`src/rtl/ldpc_pkg.sv`:
```
// Shared types and sizing helpers for the hard-decision LDPC encode/decode pair.
package ldpc_pkg;

  localparam int LDPC_N = 11;
  localparam int LDPC_K = 6;

  typedef enum logic [1:0] {IDLE, SYND, FLIP, DONE} state_t;

  // Iteration counter is at least 1 bit wide so MAX_ITER=0 still yields a legal port.
  function automatic int iter_w(input int max_iter);
    return (max_iter < 1) ? 1 : $clog2(max_iter + 1);
  endfunction

  function automatic int cnt_w(input int m);
    return $clog2(m + 1);
  endfunction

  // Row r of the packed P matrix starts at bit r*(N-K).
  function automatic int row_base(input int r, input int m);
    return r * m;
  endfunction

endpackage

```
`src/rtl/ldpc_syndrome.sv`:
```
// Combinational syndrome of a systematic {info, parity} word against P.
module ldpc_syndrome
  import ldpc_pkg::*;
#(
  parameter int N = LDPC_N,
  parameter int K = LDPC_K
) (
  input  logic [N-1:0]       word,
  input  logic [K*(N-K)-1:0] p,
  output logic [N-K-1:0]     syn
);

  localparam int M = N - K;

  always_comb begin
    syn = word[M-1:0];
    for (int r = 0; r < K; r++) begin
      if (word[M+r]) syn = syn ^ p[row_base(r, M) +: M];
    end
  end

endmodule

```
`src/rtl/ldpc_bitflip_decode.sv`:
```
// Iterative max-count bit-flipping LDPC decoder with valid/ready input and a result strobe.
module ldpc_bitflip_decode
  import ldpc_pkg::*;
#(
  parameter int N        = LDPC_N,
  parameter int K        = LDPC_K,
  parameter int MAX_ITER = 8,
  localparam int M  = N - K,
  localparam int IW = iter_w(MAX_ITER),
  localparam int CW = cnt_w(N - K)
) (
  input  logic               clk,
  input  logic               rst_n,
  input  logic               i_valid,
  output logic               o_ready,
  input  logic [N-1:0]       i_codeword,
  input  logic [K*(N-K)-1:0] generator_p,
  output logic               o_valid,
  output logic [K-1:0]       o_info,
  output logic               o_success,
  output logic [IW-1:0]      o_iters
);

  state_t             state;
  logic [N-1:0]       word_q;
  logic [K*M-1:0]     p_q;
  logic [M-1:0]       syn_q;
  logic [IW-1:0]      iter_q;
  logic [M-1:0]       syn;
  logic [CW-1:0]      cnt [N];
  logic [CW-1:0]      max_cnt;
  logic [N-1:0]       flip_mask;

  ldpc_syndrome #(.N(N), .K(K)) u_syndrome (
    .word (word_q),
    .p    (p_q),
    .syn  (syn)
  );

  // Unsatisfied-check count per bit; every bit tied at the maximum flips together.
  always_comb begin
    max_cnt   = '0;
    flip_mask = '0;
    for (int j = 0; j < M; j++) cnt[j] = CW'(syn_q[j]);
    for (int r = 0; r < K; r++) begin
      cnt[M+r] = '0;
      for (int j = 0; j < M; j++)
        cnt[M+r] = cnt[M+r] + CW'(p_q[row_base(r, M) + j] & syn_q[j]);
    end
    for (int i = 0; i < N; i++) if (cnt[i] > max_cnt) max_cnt = cnt[i];
    for (int i = 0; i < N; i++) flip_mask[i] = (max_cnt != '0) && (cnt[i] == max_cnt);
  end

  always_ff @(posedge clk or negedge rst_n) begin
    if (!rst_n) begin
      state     <= IDLE;
      o_ready   <= 1'b1;
      o_valid   <= 1'b0;
      o_info    <= '0;
      o_success <= 1'b0;
      o_iters   <= '0;
      word_q    <= '0;
      p_q       <= '0;
      syn_q     <= '0;
      iter_q    <= '0;
    end else begin
      o_valid <= 1'b0;
      case (state)
        IDLE: begin
          if (i_valid && o_ready) begin
            word_q  <= i_codeword;
            p_q     <= generator_p;
            iter_q  <= '0;
            o_ready <= 1'b0;
            state   <= SYND;
          end
        end
        SYND: begin
          syn_q <= syn;
          if (syn == '0 || iter_q == IW'(MAX_ITER)) begin
            o_valid   <= 1'b1;
            o_success <= (syn == '0);
            o_info    <= word_q[N-1:M];
            o_iters   <= iter_q;
            state     <= DONE;
          end else begin
            state <= FLIP;
          end
        end
        FLIP: begin
          word_q <= word_q ^ flip_mask;
          iter_q <= iter_q + IW'(1);
          state  <= SYND;
        end
        DONE: begin
          o_ready <= 1'b1;
          state   <= IDLE;
        end
        default: begin
          o_ready <= 1'b1;
          state   <= IDLE;
        end
      endcase
    end
  end

endmodule

```
`config.mk`:
```
export PLATFORM = sky130hd
export DESIGN_NAME = ldpc_bitflip_decode
export DESIGN_NICKNAME = d
export VERILOG_FILES = /design/src/rtl/ldpc_pkg.sv /design/src/rtl/ldpc_syndrome.sv /design/src/rtl/ldpc_bitflip_decode.sv
export SDC_FILE = /design/constraint.sdc
export NUM_CORES = 1
export LEC_CHECK = 0
export ABC_AREA = 1
export CAP_MARGIN = 40
export CELL_PAD_IN_SITES_DETAIL_PLACEMENT = 0
export CELL_PAD_IN_SITES_GLOBAL_PLACEMENT = 1
export CORE_MARGIN = 2
export CORE_UTILIZATION = 45
export CTS_BUF_LIST = sky130_fd_sc_hd__clkbuf_4 sky130_fd_sc_hd__clkbuf_8
export DETAILED_ROUTE_END_ITERATION = 7
export GPL_ROUTABILITY_DRIVEN = 0
export PLACE_DENSITY_LB_ADDON = 0.1
export RECOVER_POWER = 50
export SYNTH_ARGS = -nofsm -noshare
export SYNTH_HDL_FRONTEND = slang
export SYNTH_SLANG_ARGS = --single-unit
```
`constraint.sdc`:
```
create_clock -name clk -period 18.9 [get_ports clk]
set_clock_uncertainty 0.1 [all_clocks]
set_input_delay 3.78 -clock clk [delete_from_list [all_inputs] [get_ports clk]]
set_output_delay 3.78 -clock clk [all_outputs]
set_load 0.05 [all_outputs]
```
==> results.yml <==
die:
  dieWidth_um: 107.0
  core_area_um2: 10320
  die_area_um2: 11440
  die_y_um: 107.0
  core.rowCount: 37
  pin_count: 57
  start_util_pct: 46.21
status:
  status: "finished with violations"
  violations: "max-capacitance violations, max-slew violations"
cells_and_area:
  nets: 811
  multi_input_area_um2: 2753
  final_area_um2: 5645
  seq_area_um2: 1628
  layout-drive-gt1-share_pct: 3.820
  area_growth_pct: 18.33
  layoutNonFillerInstCount: 869
  diodes: 0
  fill_cells: 1041
logic_synthesis:
  synth.net_count: 757
  synth-compound-area-share_pct: 4.537
  synth_area_um2: 4771
  synthMuxAreaShare_pct: 0
  synth-adder-area-share_pct: 12.12
  ys_top_cells_by_area: "dfrtp_1, nand2_1, nand3_1"
  yosys.area_share.xor_xnor_pct: 6.006
  synthSimpleGateAreaFrac_pct: 35.30
  yosysWarnings: 0
  synth_top_area_share_pct: 33.57
  avgSynthCellArea_um2: 7.078
  yosys_register_bits: 65
  synth_largest_area_cell: "dfrtp_1"
  ys_seq_area_share_pct: 34.12
  synthCells: 674
  yosysUniqueCellTypes: 33
  synth_top_family_by_area: "simple AND/OR/NAND/NOR gates"
timing:
  hold_viol_final: 0
  tightest_slew_ps: 2075
  setup-tns-final_ps: 0
  fin_crit_ps: 8303
  fmax_mhz: 120.4
  grt_setup_unrepaired: "false"
  max_slew_margin_pct: -38.33
  setup_violations: 0
  slew_viol_final: 68
  fin_crit_sh_pct: 43.93
global_route:
  grt_max_degree: 38
  globalRouteMet3Util_pct: 4.377
  use_met2_pct: 40.35
  antenna_found_initial: 0
  top_usage_layer: "met2"
  grt_first_pass_wirelength_um: 20910
  grt-ovfl-total: 0
  grtUsageTotal_pct: 23.74
  use_met1_pct: 30.89
  grt_pass1_vias: 4328
flow_run:
  max_cap_violations: 2
placed_design:
  dp.cells: 853
  port_buffers: 56
  dpl_cell_area_um2: 5459
  dp_hpwl_um: 9885
setup_path:
  start_kind: "flip-flop"
  arrival_ps: 8460
  worstSetupEndpointType: "flip-flop"
  cp_common_cell: "nand2_1"
  crit_fanout: 10
  cp_slowest_cell: "dfrtp_1"
  critPathRequiredTime_ps: 19050
  max_stage_delay_ps: 590
  cp_num_buf_inv: 8
  crit_type: "flip-flop to flip-flop"
  worst_path_dominant_cell_family: "simple AND/OR/NAND/NOR gates"
min_path:
  hp-class: "flip-flop to flip-flop"
clock_network:
  clk_path_buf_depth: 2
  clk_latency_ps: 360
  clk_pin_slew_ps: 80
  cts_made_buffers: 9
  cts_tree: "yes"
  postCtsHoldBufs: 0
  h-tree-depth: 3
  cts_root_buf: "clkbuf_8"
  clock-sinks: 65
  cts_resized: 0
  cts_setup_buffers: 0
detailed_routing:
  drt_first_pass_iters: 5
  drtAntennaViolNets: 0
  drt-initial-drc-count: 209
  wl_per_cell_um: 14.31
  routed-via-count: 4403
  vias_per_cell: 5.067
  drc_errors: 0
  finalWirelength_um: 12440
through the flow:
stage	utilization (%)	worst slack (ps)	hold WS, ps
global placement	52.61	10870	362.6
detailed placement	52.88	10700	366.0
floorplan	-	11630	357.7
CTS	55.05	10660	387.2
finish	54.68	10600	385.1
global route	54.68	9656	421.0
layout by cell type (no fill, tap or decap), drive strengths merged:
| master | n |
|---|---|
| nor2 | 24 |
| ha | 27 |
| a21oi | 7 |
| bufinv | 2 |
| clkinv | 3 |
| dfrtp | 64 |
| inv | 78 |
| nor4 | 1 |
| and2 | 2 |
| a21boi | 1 |
| a31oi | 1 |
| fa | 12 |
| dfstp | 1 |
| nand4 | 7 |
| nand3 | 78 |
| o21ai | 23 |
| clkbuf | 11 |
| xnor2 | 15 |
| nand2 | 294 |
| o21bai | 1 |
| o211ai | 4 |
| buf | 4 |
| nor3 | 1 |
| xor2 | 16 |
| nand3b | 1 |
| clkdlybuf4s50 | 55 |
routing by layer:
metal  part of all wire, %  routed length [µm]  up-vias
met4                   1.3                 162        0
met3                   4.8                 593       13
met2                    48                6024      109
met1                    45                5656     2066
li1                      -                   -     2215
met5                     0                   0        -
cell families (layout without fill, tap and decap cells):
kind of cell | count (synthesis) | in the layout
flops | 65 | 65
simple gates | 408 | 408
xor+xnor | 31 | 31
compound gates | 37 | 37
fa+ha+maj | 39 | 39
buf+inv | 94 | 153
cell usage after synthesis:
master    number
dfstp_2        1
nand3_1       77
o21ai_2        4
and2_1         2
buf_6          2
xor2_1        16
xnor2_1       13
nor3_1         1
o21ai_1        7
a31oi_1        1
nand2_1      291
clkinv_1       1
fa_1          12
inv_1         75
clkbuf_1      10
nand2_2        2
a21boi_0       1
a21oi_1        7
o21ai_0       12
buf_4          1
o211ai_1       4
nand3_2        1
o21bai_1       1
nand2_4        1
nor4_1         1
nor2_1        23
buf_2          5
xnor2_2        2
nand4_1        7
dfrtp_1       64
ha_1          27
nor2_4         1
nand3b_1       1
registers in the layout, summed over array words and instances, names as in the netlist, 2 cells and up:
register	flops
o_iters	4
o_info	6
p_q	30
word_q	11
syn_q	5
iter_q	4
state	2
worst register-to-register path, delay by kind of cell, from the launching register on:
kind            cells  cell delay (ps)
compound gates      2              290
fa+ha+maj           8             2710
buf+inv             8              610
flops               1              590
simple gates       39             3930
layout make-up:
cell class                      count  area share, %
Clock buffer                        9          2.194
Clock inverter                      7          1.773
Inverter                           76          5.053
Multi-Input combinational cell    515          48.76
Sequential cell                    65          28.83
Tap cell                          136          3.014
Timing Repair Buffer               61          10.37
worst paths after layout:
path                       startpoint  slack, ps  cells after the start         end
max in group asynchronous       rst_n      12290                      3   word_q[3]
min reg2reg                o_iters[0]        390                      2  o_iters[0]
max                          syn_q[0]      10600                     57  word_q[10]
max reg2reg                  syn_q[0]      10600                     57  word_q[10]
min                        o_iters[0]        390                      2  o_iters[0]
min in group asynchronous       rst_n       3800                      2     p_q[13]
Power is not shown: default switching activity piles up to over one toggle a cycle in this logic, so the estimate is an artifact.
